## config.mk

```make
export PLATFORM = sky130hd
export DESIGN_NAME = xadc_drp_seq_axis_adapter
export DESIGN_NICKNAME = d
export VERILOG_FILES = /design/src/rtl/xadc_drp_seq_axis_adapter_pkg.sv /design/src/rtl/xadc_drp_seq_axis_adapter_fifo.sv /design/src/rtl/xadc_drp_seq_axis_adapter.sv
export SDC_FILE = /design/constraint.sdc
export NUM_CORES = 1
export LEC_CHECK = 0
export ABC_AREA = 1
export BUFFER_PORTS_ARGS = -buffer_cell sky130_fd_sc_hd__clkbuf_2
export CORE_MARGIN = 2
export CORE_UTILIZATION = 37
export DETAILED_ROUTE_END_ITERATION = 7
export PLACE_DENSITY = 0.58
export SYNTH_ARGS = -nofsm -noshare
export SYNTH_HDL_FRONTEND = slang
export SYNTH_SLANG_ARGS = --single-unit
```

## constraint.sdc

```tcl
create_clock -name xadc_dclk -period 3.8 [get_ports xadc_dclk]
set_clock_uncertainty 0.15 [all_clocks]
set_input_delay 0.19 -clock xadc_dclk [delete_from_list [all_inputs] [get_ports xadc_dclk]]
set_output_delay 0.19 -clock xadc_dclk [all_outputs]
set_load 0.01 [all_outputs]
```

## src/rtl/xadc_drp_seq_axis_adapter_pkg.sv

```systemverilog
// Shared TeachEE XADC definitions: DRP address type, sequencer state enum,
// well-known auxiliary channel addresses and the sample FIFO entry layout.
package teachee_defs;

  // 7-bit DRP register address.
  typedef logic [6:0] xadc_drp_addr_t;

  // Result registers of the auxiliary inputs wired on the TeachEE board.
  localparam xadc_drp_addr_t XADC_VAUX4_ADDR  = 7'h14;
  localparam xadc_drp_addr_t XADC_VAUX12_ADDR = 7'h1C;

  // The chan field is sized for the largest supported list (16 channels).
  localparam int XADC_CHAN_W = 4;

  // Word written into the sample FIFO when a DRP read times out.
  localparam logic [15:0] XADC_TIMEOUT_WORD = 16'hFFFF;

  // DRP read sequencer states.
  typedef enum logic [1:0] {
    IDLE,
    ISSUE,
    WAIT_RDY
  } xadc_seq_state_t;

  // One buffered sample beat.
  typedef struct packed {
    logic [15:0]            data;
    logic [XADC_CHAN_W-1:0] chan;
    logic                   err;
    logic                   last;
  } xadc_fifo_entry_t;

endpackage

```

## src/rtl/xadc_drp_seq_axis_adapter_fifo.sv

```systemverilog
// xadc_sample_fifo: synchronous FIFO with a registered head register that
// drives the stream outputs directly. Entries beyond the head live in a
// small circular buffer. free_count counts the head register as occupied,
// so total capacity is exactly DEPTH. Async active-low reset.
module xadc_sample_fifo #(
  parameter int WIDTH = 22,
  parameter int DEPTH = 8
) (
  input  logic                     clk,
  input  logic                     rst_n,
  input  logic                     wr_en,
  input  logic [WIDTH-1:0]         wr_data,
  input  logic                     rd_ready,
  output logic                     rd_valid,
  output logic [WIDTH-1:0]         rd_data,
  output logic [$clog2(DEPTH):0]   free_count
);

  localparam int PTR_W = (DEPTH > 1) ? $clog2(DEPTH) : 1;
  localparam int CNT_W = $clog2(DEPTH) + 1;

  logic [WIDTH-1:0] mem [DEPTH];
  logic [PTR_W-1:0] wr_ptr;
  logic [PTR_W-1:0] rd_ptr;
  logic [CNT_W-1:0] mem_count;

  logic pop;
  logic load_head;
  logic from_mem;
  logic wr_ok;
  logic bypass;
  logic to_mem;

  function automatic logic [PTR_W-1:0] ptr_inc(input logic [PTR_W-1:0] p);
    if (p == PTR_W'(DEPTH - 1)) ptr_inc = '0;
    else                        ptr_inc = p + 1'b1;
  endfunction

  // A write into an empty buffer goes straight to the head register so the
  // beat is visible the cycle after the write.
  assign pop        = rd_valid && rd_ready;
  assign load_head  = !rd_valid || pop;
  assign from_mem   = load_head && (mem_count != '0);
  assign wr_ok      = wr_en && ((free_count != '0) || pop);
  assign bypass     = load_head && (mem_count == '0) && wr_ok;
  assign to_mem     = wr_ok && !bypass;
  assign free_count = CNT_W'(DEPTH) - mem_count - CNT_W'(rd_valid);

  // Storage array; contents are don't-care until written, so no reset.
  always_ff @(posedge clk) begin
    if (to_mem) mem[wr_ptr] <= wr_data;
  end

  // Pointer, occupancy and head register update.
  always_ff @(posedge clk or negedge rst_n) begin
    if (!rst_n) begin
      wr_ptr    <= '0;
      rd_ptr    <= '0;
      mem_count <= '0;
      rd_valid  <= 1'b0;
      rd_data   <= '0;
    end else begin
      if (to_mem) wr_ptr <= ptr_inc(wr_ptr);
      if (from_mem) rd_ptr <= ptr_inc(rd_ptr);
      if (to_mem && !from_mem)      mem_count <= mem_count + 1'b1;
      else if (from_mem && !to_mem) mem_count <= mem_count - 1'b1;
      if (load_head) begin
        if (from_mem) begin
          rd_data  <= mem[rd_ptr];
          rd_valid <= 1'b1;
        end else if (bypass) begin
          rd_data  <= wr_data;
          rd_valid <= 1'b1;
        end else begin
          rd_valid <= 1'b0;
        end
      end
    end
  end

endmodule

```

## src/rtl/xadc_drp_seq_axis_adapter.sv

```systemverilog
// xadc_drp_seq_axis_adapter: on each XADC end-of-sequence pulse, reads
// NUM_CHANNELS DRP result registers and queues one AXI-Stream beat per
// channel (tuser = {err, channel}, tlast on the final channel).
// Optional feature macro: XADC_DRP_TIMEOUT_EN enables a DRP_TIMEOUT-cycle
// watchdog in WAIT_RDY that writes an error beat of 16'hFFFF.
// Stream handshake: a beat transfers on a rising edge where m_axis_tvalid
// and m_axis_tready are both high; while tvalid is high and tready low the
// beat (tdata/tuser/tlast) is held stable and tvalid stays high.
module xadc_drp_seq_axis_adapter
  import teachee_defs::*;
#(
  parameter int                      NUM_CHANNELS  = 2,
  parameter logic [NUM_CHANNELS*7-1:0] CHANNEL_ADDRS = {XADC_VAUX12_ADDR, XADC_VAUX4_ADDR},
  parameter int                      FIFO_DEPTH    = 8,
  parameter int                      DRP_TIMEOUT   = 64,
  localparam int                     CH_W          = (NUM_CHANNELS > 1) ? $clog2(NUM_CHANNELS) : 1
) (
  input  logic            xadc_dclk,
  input  logic            xadc_reset_n,
  input  logic            xadc_eos,
  output logic [6:0]      xadc_daddr,
  output logic            xadc_den,
  input  logic            xadc_drdy,
  input  logic [15:0]     xadc_do,
  output logic [15:0]     m_axis_tdata,
  output logic [CH_W:0]   m_axis_tuser,
  output logic            m_axis_tlast,
  output logic            m_axis_tvalid,
  input  logic            m_axis_tready,
  output logic [15:0]     overrun_count,
  output logic            busy
);

  localparam int CNT_W = $clog2(FIFO_DEPTH) + 1;
  localparam logic [CNT_W-1:0] SEQ_ENTRIES = CNT_W'(NUM_CHANNELS);
  localparam logic [CH_W-1:0]  LAST_IDX    = CH_W'(NUM_CHANNELS - 1);

  xadc_seq_state_t   state;
  logic [CH_W-1:0]   idx;
  logic [CNT_W-1:0]  free_count;
  logic              timeout;
  logic              resp;
  logic              is_last;
  logic              eos_drop;
  xadc_fifo_entry_t  wr_entry;
  xadc_fifo_entry_t  head;
  logic [$bits(xadc_fifo_entry_t)-1:0] head_bits;
  logic              unused_chan_hi;

  // Address of channel i from the packed address list.
  function automatic xadc_drp_addr_t chan_addr(input logic [CH_W-1:0] i);
    chan_addr = '0;
    for (int k = 0; k < NUM_CHANNELS; k++) begin
      if (i == CH_W'(k)) chan_addr = CHANNEL_ADDRS[k*7 +: 7];
    end
  endfunction

`ifdef XADC_DRP_TIMEOUT_EN
  localparam int TMO_W = $clog2(DRP_TIMEOUT + 1);
  logic [TMO_W-1:0] tmo_cnt;

  // Watchdog: held at zero outside WAIT_RDY, counts cycles spent waiting.
  always_ff @(posedge xadc_dclk or negedge xadc_reset_n) begin
    if (!xadc_reset_n)          tmo_cnt <= '0;
    else if (state != WAIT_RDY) tmo_cnt <= '0;
    else if (!timeout)          tmo_cnt <= tmo_cnt + 1'b1;
  end

  assign timeout = (state == WAIT_RDY) && (tmo_cnt == TMO_W'(DRP_TIMEOUT - 1));
`else
  localparam int unused_drp_timeout = DRP_TIMEOUT;
  assign timeout = 1'b0;
`endif

  // A real response always wins over a coincident timeout.
  assign resp     = (state == WAIT_RDY) && (xadc_drdy || timeout);
  assign is_last  = (idx == LAST_IDX);
  assign eos_drop = xadc_eos && ((state != IDLE) || (free_count < SEQ_ENTRIES));

  // FIFO write entry formed from the DRP response of the current channel.
  always_comb begin
    wr_entry      = '0;
    wr_entry.err  = !xadc_drdy && timeout;
    wr_entry.data = wr_entry.err ? XADC_TIMEOUT_WORD : xadc_do;
    wr_entry.chan = XADC_CHAN_W'(idx);
    wr_entry.last = is_last;
  end

  // DRP read sequencer with registered DRP outputs, busy and overrun counter.
  always_ff @(posedge xadc_dclk or negedge xadc_reset_n) begin
    if (!xadc_reset_n) begin
      state         <= IDLE;
      idx           <= '0;
      xadc_daddr    <= '0;
      xadc_den      <= 1'b0;
      busy          <= 1'b0;
      overrun_count <= '0;
    end else begin
      xadc_den <= 1'b0;
      if (eos_drop && (overrun_count != 16'hFFFF)) overrun_count <= overrun_count + 1'b1;
      case (state)
        IDLE: begin
          if (xadc_eos && !eos_drop) begin
            idx        <= '0;
            xadc_daddr <= chan_addr('0);
            xadc_den   <= 1'b1;
            busy       <= 1'b1;
            state      <= ISSUE;
          end
        end
        ISSUE: begin
          state <= WAIT_RDY;
        end
        WAIT_RDY: begin
          if (resp) begin
            if (is_last) begin
              busy  <= 1'b0;
              state <= IDLE;
            end else begin
              idx        <= idx + 1'b1;
              xadc_daddr <= chan_addr(idx + 1'b1);
              xadc_den   <= 1'b1;
              state      <= ISSUE;
            end
          end
        end
        default: begin
          busy  <= 1'b0;
          state <= IDLE;
        end
      endcase
    end
  end

  xadc_sample_fifo #(
    .WIDTH ($bits(xadc_fifo_entry_t)),
    .DEPTH (FIFO_DEPTH)
  ) u_fifo (
    .clk        (xadc_dclk),
    .rst_n      (xadc_reset_n),
    .wr_en      (resp),
    .wr_data    (wr_entry),
    .rd_ready   (m_axis_tready),
    .rd_valid   (m_axis_tvalid),
    .rd_data    (head_bits),
    .free_count (free_count)
  );

  // Unpack the registered head entry onto the stream outputs.
  always_comb begin
    head         = xadc_fifo_entry_t'(head_bits);
    m_axis_tdata = head.data;
    m_axis_tuser = {head.err, head.chan[CH_W-1:0]};
    m_axis_tlast = head.last;
  end

  assign unused_chan_hi = ^head.chan;

endmodule

```

; Word level (Yosys, flattened, before mapping)
; Memories as Yosys holds them, arrays and structs flattened.
; Cells that the tools add are included.
[word_totals]
regBits = 61
mem_bits_rw = 144
inputBits = 21
out_inout_bits = 45
wordCells = 95
n_memories = 1
[classes]
n_addsub = 8
n_lt_le_gt_ge = 1
n_eq_ne = 9
muxes = 31
bitwise_logic = 1
reduce_logical = 33
[memory_table]
columns = name, words, width, read_ports, rd_ports_with_merged_regs, write_ports, line
row1 = u_fifo.mem, 8, 18, 1, 0, 1, xadc_drp_seq_axis_adapter_fifo.sv:22  ; logic [WIDTH-1:0] mem [DEPTH];
[ops]
columns = operator, n
row1 = 22-bit two-way mux, 2
row2 = 7-bit two-way mux, 3
row3 = "16-bit by 1-bit adder with 16-bit output, second input constant", 1
row4 = "16-bit != test, second input constant", 1
row5 = 1-bit two-way mux, 14
row6 = 7-bit one-hot mux with 2 select lines, 1
row7 = 1-bit logical AND, 12
row8 = 4-bit two-way mux, 3
row9 = 4-bit AND reduction, 2
row10 = 2-bit nonzero test, 4
row11 = 4-bit nonzero test, 2
row12 = "3-bit by 1-bit adder with 3-bit output, second input constant", 2
row13 = "3-bit == test, second input constant", 2
row14 = 3-bit two-way mux, 2
row15 = "2-bit != test, second input constant", 3
row16 = 2-bit one-hot mux with 3 select lines, 1
row17 = 1-bit zero test, 5
row18 = "4-bit by 1-bit adder with 4-bit output, second input constant", 1
row19 = 4-bit zero test, 1
row20 = "4-bit by 2-bit less-than comparator with 1-bit output, second input constant", 1
row21 = 2-bit two-way mux, 2
row22 = 1-bit one-hot mux with 2 select lines, 2
row23 = 2-bit AND reduction, 2
row24 = 4-bit by 1-bit subtractor with 4-bit output, 1
row25 = other kinds (11), 13

; Depth between registers and ports, before layout
; Gate-level depths: netlist (run 1).
[depth]
depth_word = 12
depth_mapped = 20
depth_no_buf = 20

; Modules after synthesis
; From an unflattened synthesis (run 1), not the netlist that was laid out.
[hier_totals]
hier_cells = 1122
hier_area_um2 = 10669.0
[modules_own_cells]
columns = module, instances, cells_per_inst, area_per_inst_um2, seq_area_each_um2
row1 = xadc_sample_fifo, 1, 933, 9276.4, 6110.9
row2 = xadc_drp_seq_axis_adapter, 1, 189, 1392.6, 575.6

; Worst setup path after synthesis (run 1)
; No wires, ideal clock.
[synth_timing]
path_kind = flip-flop to flip-flop
from = register u_fifo.rd_valid
to = memory u_fifo.mem[0][10] (netlist name), enable pin
setup_ns = 0.390
t_arrival_ns = 2.434
required_time_ns = 3.260
setup_slack_ns = 0.826
stages_incl_launch_ff = 13
n_path_buf = 0
synth_period_minus_slack_ns = 2.974
path_cell_list = dfrtp_1 inv_1 ha_1 ha_1 inv_1 ha_1 inv_1 nor2_1 nand3_1 nand2_1 nor2_2 nand2_1 nor2_1
[synth_via]
elab_chain_len = 9
elab_cells_between_ends = 13
classes_between = add/sub: 1 / mux: 2 / reduce/logical: 10
[synth_lines]
columns = element, line
row1 = "start, declared", xadc_drp_seq_axis_adapter_fifo.sv:14  ; output logic rd_valid,
row2 = "start signal, assigned", xadc_drp_seq_axis_adapter_fifo.sv:60  ; rd_valid <= 1'b0;
row3 = "start signal, assigned", xadc_drp_seq_axis_adapter_fifo.sv:70  ; rd_valid <= 1'b1;
row4 = "start signal, assigned", xadc_drp_seq_axis_adapter_fifo.sv:73  ; rd_valid <= 1'b1;
row5 = 4-bit by 1-bit subtractor with 4-bit output, xadc_drp_seq_axis_adapter_fifo.sv:47  ; assign free_count = CNT_W'(DEPTH) - mem_count - CNT_W'(rd_valid);
row6 = 4-bit nonzero test, xadc_drp_seq_axis_adapter_fifo.sv:44  ; assign wr_ok = wr_en && ((free_count != '0) || pop);
row7 = 1-bit logical OR, xadc_drp_seq_axis_adapter_fifo.sv:44
row8 = 1-bit logical AND, xadc_drp_seq_axis_adapter_fifo.sv:44
row9 = 1-bit logical AND, xadc_drp_seq_axis_adapter_fifo.sv:45  ; assign bypass = load_head && (mem_count == '0) && wr_ok;
row10 = 1-bit zero test, xadc_drp_seq_axis_adapter_fifo.sv:46  ; assign to_mem = wr_ok && !bypass;
row11 = 1-bit logical AND *, xadc_drp_seq_axis_adapter_fifo.sv:46
row12 = net u_fifo.to_mem, xadc_drp_seq_axis_adapter_fifo.sv:32  ; logic to_mem;
row13 = 1-bit two-way mux *, xadc_drp_seq_axis_adapter_fifo.sv:51  ; if (to_mem) mem[wr_ptr] <= wr_data;
row14 = 1-bit two-way mux (not written as such) *, xadc_drp_seq_axis_adapter_fifo.sv:51
row15 = "end, declared", xadc_drp_seq_axis_adapter_fifo.sv:22
; The timed path passes the listed nets; every way through them passes the cells marked *.

; Worst setup path after layout (run 1)
[layout_timing]
from = register u_fifo.mem_count[0]
to = register u_fifo.mem_count[3]
[layout_via]
elab_chain_len = 11
elab_cells_between_ends = 21
classes_between = add/sub: 4 / mux: 2 / reduce/logical: 15
[layout_lines]
columns = element, line
row1 = "start, declared", xadc_drp_seq_axis_adapter_fifo.sv:25  ; logic [CNT_W-1:0] mem_count;
row2 = "start signal, assigned", xadc_drp_seq_axis_adapter_fifo.sv:65  ; if (to_mem && !from_mem) mem_count <= mem_count + 1'b1;
row3 = "start signal, assigned", xadc_drp_seq_axis_adapter_fifo.sv:66  ; else if (from_mem && !to_mem) mem_count <= mem_count - 1'b1;
row4 = 4-bit subtractor, xadc_drp_seq_axis_adapter_fifo.sv:47
row5 = 4-bit by 1-bit subtractor with 4-bit output, xadc_drp_seq_axis_adapter_fifo.sv:47
row6 = 4-bit nonzero test, xadc_drp_seq_axis_adapter_fifo.sv:44
row7 = 1-bit logical OR, xadc_drp_seq_axis_adapter_fifo.sv:44
row8 = 1-bit logical AND, xadc_drp_seq_axis_adapter_fifo.sv:44
row9 = 1-bit logical AND, xadc_drp_seq_axis_adapter_fifo.sv:45
row10 = 1-bit zero test, xadc_drp_seq_axis_adapter_fifo.sv:46
row11 = 1-bit logical AND *, xadc_drp_seq_axis_adapter_fifo.sv:46
row12 = net u_fifo.to_mem, xadc_drp_seq_axis_adapter_fifo.sv:32
row13 = 1-bit zero test, xadc_drp_seq_axis_adapter_fifo.sv:66
row14 = 1-bit logical AND, xadc_drp_seq_axis_adapter_fifo.sv:66
row15 = 2-bit nonzero test (no line), -
; The timed path passes the listed nets; every way through them passes the cells marked *. The select of a mux whose other input is x is not followed.
; A chain may end at the register's enable or synchronous reset.

==> impl_metrics.ini, run 1 <==
[status]
status = finished, violations left
violations = hold timing

[synth]
synth_adder_area_share = 0.0198
seq_area_frac_synth = 0.623
syn_avg_cell_area_sq_um = 9.45
ys_ff_latch = 187
synth.top_cell.area_share = 0.475
yosysTopAreaCell = edfxtp_1
netlist_area_sq_um = 8600
synthFlopType = edfxtp_1
synthXorXnorAreaFrac = 0.0132
synth_top_family_by_area = simple AND/OR/NAND/NOR gates
synth_cells = 910
async_flop_share = 0.273
synth_simple_gate_area_frac = 0.245
synth-compound-area-share = 0.0116
synth_edf_count = 136
synthMuxAreaShare = 0
ys_warn_count = 0
yosys-top-cells-area = edfxtp_1 47%, dfrtp_1 15%, nand2_1 14%, nand3_1 7.9%, inv_1 5.6%
synth_cell_types = 30

[route]
viasPerCell = 4.74
detail-route-antenna-nets = 0
totalWireLength_mm = 19.3
dr.first_iter.drc_count = 398
route.detailed.drc = 0
dr_total_vias = 6060
first_pass_iters = 6
post_drt_wl_per_cell_microns = 15.1

[placement]
hpwl_mm = 12.4
pre_cts_slack_ns = 0.621
port_buffers = 60
gp_congestion = 0.819

[grt]
grt_use_total = 0.167
antenna_found_initial = 0
grt_pass1_vias = 6005
grt_max_degree = 70
globalRouteOverflowTotal = 0
grt_pass1_wl_mm = 31.4

[floorplan]
coreArea_sq_um = 22700
die_h_microns = 156
rows = 55
die_w_microns = 156
die_area_sq_um = 24500
start_util = 0.379
io_pins = 66

[clock_network]
cts_resized = 0
cts_tree = done
hold_buffers = 13
cts_buffers = 17
clockRootBuffer = clkbuf_16
worstSkewPairLatency_ns = 0.42
cts.clk_slew.worst_paths_ns = 0.07
cts_sinks = 187
cts_setup_buffers = 0
cts_buffer_depth = 2
htree_levels = 4

[critical_path]
critPathCapture = u_fifo.mem_count[3]$_DFFE_PN0P_
r2r-start = u_fifo.mem_count[0]$_DFFE_PN0P_
cp.required_ns = 3.96
cp-start-kind = flip-flop
cp_slowest_cell = dfrtp_1
worstReg2RegEnd = u_fifo.mem_count[3]$_DFFE_PN0P_
worstPathArrival_ns = 3.36
crit_chain = inv_1, ha_1, ha_1, inv_1, ha_1, inv_1, nor2_1, nand3_1, nand2_1, nor2_2, ha_1, inv_1, ha_1, a21oi_1, nand2_1, a21oi_1, o21ai_0, nand2_1, nand2_1
crit_path_max_fanout = 9
crit_type = flip-flop to flip-flop
worst-r2r-cell-count = 19
cp-end-kind = flip-flop
setup.worst_path.start = u_fifo.mem_count[0]$_DFFE_PN0P_
crit_path_max_incr_delay_ns = 0.43
rrSetupSlack_ns = 0.60
path_common_cell = ha_1

[sta]
max_freq_mhz = 312
hold_ws_ns = -0.0123
tightest_slew_ns = 1.05
slew_headroom = 0.299
final_max_slew_viol_count = 0
layout_min_cycle_time_ns = 3.20
setup_slack_ns = 0.597
rsz0062_at_grt = false
fin_tns_setup_ns = 0
setup_violations = 0
hold_viol_final = 8
post-route-period-util = 0.843

[min_path]
hold_path.class = input port to flip-flop

[job]
maxCapViolCount = 0

[final_layout]
drive_gt1_frac = 0.132
final_cell_mix = 320 x nand2_1, 136 x nand3_1, 136 x edfxtp_1
area_growth_pct = 14.9
final_common_cell = nand2_1
final_nets = 1015
antenna_cells = 0

[power]
power.total_uw = 6620
p_per_area_nw_per_um2 = 670
p_leak_uw = 0.00455
ir_worst_vdd_mv = 0.313
## power breakdown
part,switching [uW],internal (uW)
registers,188,2510
clock network,765,915
logic,1520,718
## critical path, delay by kind of cell, from the launching register on
kind	cells	cell delay, ns
flip-flops	1	0.43
AND/OR/NAND/NOR	7	0.71
adder cells (fa/ha/maj)	5	1.10
AO/OA/AOI/OAI	3	0.39
buffers and inverters	4	0.29
## cell type report
cell class / count / area, sq um
flip-flops and latches: 187 / 5360
clock buffers: 21 / 480
fillers: 2182 / 12800
repair buffers: 90 / 561
inverters: 135 / 507
well taps: 285 / 357
multi-input cells: 550 / 2530
clock inverters: 11 / 86.3
## sequential cells by signal, summed over array words and instances, names as in the netlist
name and flops:
u_fifo.mem 136, u_fifo.rd_data 17, overrun_count 16, u_fifo.mem_count 4, u_fifo.rd_ptr 3, u_fifo.wr_ptr 3, state 2, xadc_daddr 2
busy 1, idx 1, u_fifo.rd_valid 1, xadc_den 1
## per-stage QoR
step / hold slack (ns) / utilization / instances / cell area [sq um]
finish: -0.0123 / 0.435 / 1279 / 9880
global route: 0.00746 / 0.435 / 1279 / 9880
CTS: 0.000886 / 0.435 / 1278 / 9870
detailed placement: 0.231 / 0.404 / 1233 / 9180
global placement: 0.221 / 0.404 / 1233 / 9180
floorplan: -0.256 / - / 914 / 8610
## synth_stat cells, types with 2 or more instances
cell	instances
nand2_1	320
edfxtp_1	136
nand3_1	136
inv_1	129
dfrtp_1	51
nor2_1	24
buf_2	20
o21ai_0	13
ha_1	12
clkbuf_1	11
buf_4	9
xor2_1	9
nand4_1	5
a21oi_1	4
inv_2	4
nand2_2	4
nor3_1	4
xnor2_1	4
clkinv_1	2
nand3_2	2
nor2_2	2
## cells by family (layout without fill, tap and decap cells)
group / count (synthesis) / after routing
xor+xnor: 13 / 13
flops: 187 / 187
simple gates: 500 / 500
compound gates: 19 / 19
buf+inv: 177 / 257
other cells: 1 / 5
fa+ha+maj: 13 / 13
## how the worst min path moves through the flow
| stage | to | start | cells after the start |
|---|---|---|---|
| 2_1_floorplan | busy$_DFFE_PN0P_ | xadc_reset_n | 0 |
| 3_3_place_gp | overrun_count[1]$_DFFE_PN0P_ | xadc_reset_n | 1 |
| 3_5_place_dp | overrun_count[2]$_DFFE_PN0P_ | xadc_reset_n | 1 |
| 4_1_cts | u_fifo.mem[7][17]$_DFFE_PP_ | xadc_do[15] | 1 |
| 5_1_grt | u_fifo.mem[5][12]$_DFFE_PP_ | xadc_do[10] | 1 |
| 6_report | u_fifo.mem[7][17]$_DFFE_PP_ | xadc_do[15] | 1 |
## layer usage
metal / share of wire / GRT usage / wire [microns]
met1: 0.47 / 0.227 / 9040
met2: 0.47 / 0.273 / 9050
met3: 0.048 / 0.0313 / 918
met4: 0.013 / 0.0520 / 258
met5: 0 / 0 / 0
No activity file was read; power rests on OpenSTA's default activity.
==> run 2, diff against run 1 <==
PLACE_DENSITY = 0.59   (was 0.58)
clock period = 2.7 ns   (was 3.8 ns; I/O delays follow)
==> run 2 against run 1 <==
  * Core utilization rose by 2.2 points
  * Largest cell class unchanged
  * Total power grew 50%
  * Largest power group unchanged
  * Routed wire length decreased by 1.0%
  * Die area unchanged
  * Via count up 0.45%
  * The flow finishes with violations (setup timing)
  * Fmax is 18% higher
  * Clock power up 54%
  * Global-route usage shrank 0.56 points
==> impl_metrics.ini, run 2 (synthesis gave the netlist of run 1 again) <==
[status]
status = finished, violations left
violations = setup timing

[final_layout]
multiInputGateArea_sq_um = 2640
antenna_cells = 0
drive_gt1_frac = 0.170
largest-register = u_fifo.mem
fin_cells = 1307
design_area_sq_um = 10400
largest_register_ffs = 136
nFillCells = 2159
final_cell_mix = 317 x nand2_1, 136 x edfxtp_1, 135 x nand3_1
area_growth_pct = 20.6
final_common_cell = nand2_1
seqCellArea_sq_um = 5360
final_nets = 1043
largestRegisters = u_fifo.mem (136), u_fifo.rd_data (17), overrun_count (16)

[power]
p_leak_uw = 0.00472
ir_worst_vdd_mv = 0.606
power.total_uw = 9930
p_per_area_nw_per_um2 = 957

[sta]
post-route-period-util = 1.00
rsz0062_at_grt = true
max_freq_mhz = 370
setup_slack_ns = -0.00434
hold_viol_final = 0
slew_headroom = 0.555
tightest_slew_ns = 0.667
setup_violations = 1
final_max_slew_viol_count = 0
layout_min_cycle_time_ns = 2.70
fin_tns_setup_ns = -0.00434

[floorplan]
start_util = 0.379
die_w_microns = 156
coreArea_sq_um = 22700
die_area_sq_um = 24500
rows = 55
die_h_microns = 156
io_pins = 66

[critical_path]
crit_chain = inv_2, ha_4, ha_4, inv_2, ha_4, nand2_2, inv_2, nor2_4, nand3_2, nand2_2, nor2_4, ha_4, inv_4, ha_4, a21oi_2, nand2_2, a21oi_2, o21ai_1, nand2_1, nand2_1
cp.required_ns = 2.86
cp-start-kind = flip-flop
path_common_cell = ha_4
worst-path-buf-inv = 4
crit_type = flip-flop to flip-flop
cp_top_family = adder cells
cp_slowest_cell = dfrtp_1
worstPathArrival_ns = 2.87
cp-end-kind = flip-flop
crit_path_max_fanout = 4
crit_path_max_incr_delay_ns = 0.39

[route]
viasPerCell = 4.66
route.detailed.drc = 0
post_drt_wl_per_cell_microns = 14.6
dr.first_iter.drc_count = 293
first_pass_iters = 4
dr_total_vias = 6087
totalWireLength_mm = 19.1
detail-route-antenna-nets = 0

[clock_network]
cts_buffer_depth = 2
worstSkewPairLatency_ns = 0.43
cts.clk_slew.worst_paths_ns = 0.07
htree_levels = 4
cts_tree = done
clockRootBuffer = clkbuf_16
cts_sinks = 187
cts_buffers = 17

[placement]
dp_cells = 1243
port_buffers = 60
hpwl_mm = 11.6
pre_cts_slack_ns = -0.0509
postPlaceCellArea_sq_um = 9410
gp_congestion = 0.801

[grt]
grt_pass1_vias = 5931
globalRouteOverflowTotal = 0
grt_use_total = 0.162
grt_max_degree = 48
antenna_found_initial = 0
grt_pass1_wl_mm = 30.4

[min_path]
hold_path.class = input port to flip-flop

[job]
maxCapViolCount = 0
==> run 2: worst min-delay path, delay by kind of cell <==
kind | cells | cell delay (ns)
buf+inv | 1 | 0.09
simple gates | 3 | 0.36
==> run 2: timing repair <==
item                                    4_1_cts  5_1_grt
hold endpoints to repair                    167        0
endpoints found under the setup margin        1      156
buffers inserted                              7        6
gates resized for setup                       3       17
hold buffers                                 19        0
pin swaps                                     5       14
cloned                                        0        0
==> run 2: per-layer routing <==
metal | vias to the layer above | global-route usage | share of wire
li1 | 3100 | - | -
met1 | 2842 | 0.207 | 0.44
met2 | 120 | 0.278 | 0.50
met3 | 25 | 0.0294 | 0.043
met4 | 0 | 0.0524 | 0.017
met5 | - | 0 | 0
==> run 2: worst paths after layout <==
kind / from / end / slack, ns / depth (start not counted)
hold reg to reg: u_fifo.mem_count[3]$_DFFE_PN0P_ / u_fifo.mem_count[3]$_DFFE_PN0P_ / 0.32 / 2
setup / recovery: u_fifo.mem_count[0]$_DFFE_PN0P_ / u_fifo.mem_count[3]$_DFFE_PN0P_ / -0.004 / 20
max in group asynchronous: xadc_reset_n / overrun_count[6]$_DFFE_PN0P_ / 1.54 / 4
hold / removal: m_axis_tready / u_fifo.rd_valid$_DFFE_PN0P_ / 0.06 / 4
min in group asynchronous: xadc_reset_n / overrun_count[3]$_DFFE_PN0P_ / 0.11 / 2
setup reg to reg: u_fifo.mem_count[0]$_DFFE_PN0P_ / u_fifo.mem_count[3]$_DFFE_PN0P_ / -0.004 / 20
==> run 2: through the flow <==
| stage | hold WS [ns] | utilization |
|---|---|---|
| final | 0.0578 | 0.457 |
| after global routing | 0.136 | 0.457 |
| after CTS | 0.00936 | 0.452 |
| after detailed placement | 0.0595 | 0.414 |
| after global placement | 0.0556 | 0.414 |
| after floorplan | -0.311 | - |
==> run 2: power breakdown <==
part           switching, uW  total [uW]  internal [uW]
Sequential               299        3830           3530
Clock                   1090        2580           1500
Combinational           2220        3510           1290
==> run 2: cell type report <==
class,instances,share of cell area
Clock buffer,20,0.0431
Clock inverter,12,0.0157
Inverter,135,0.0491
Multi-Input combinational cell,550,0.254
Sequential cell,187,0.517
Tap cell,285,0.0344
Timing Repair Buffer,118,0.0867
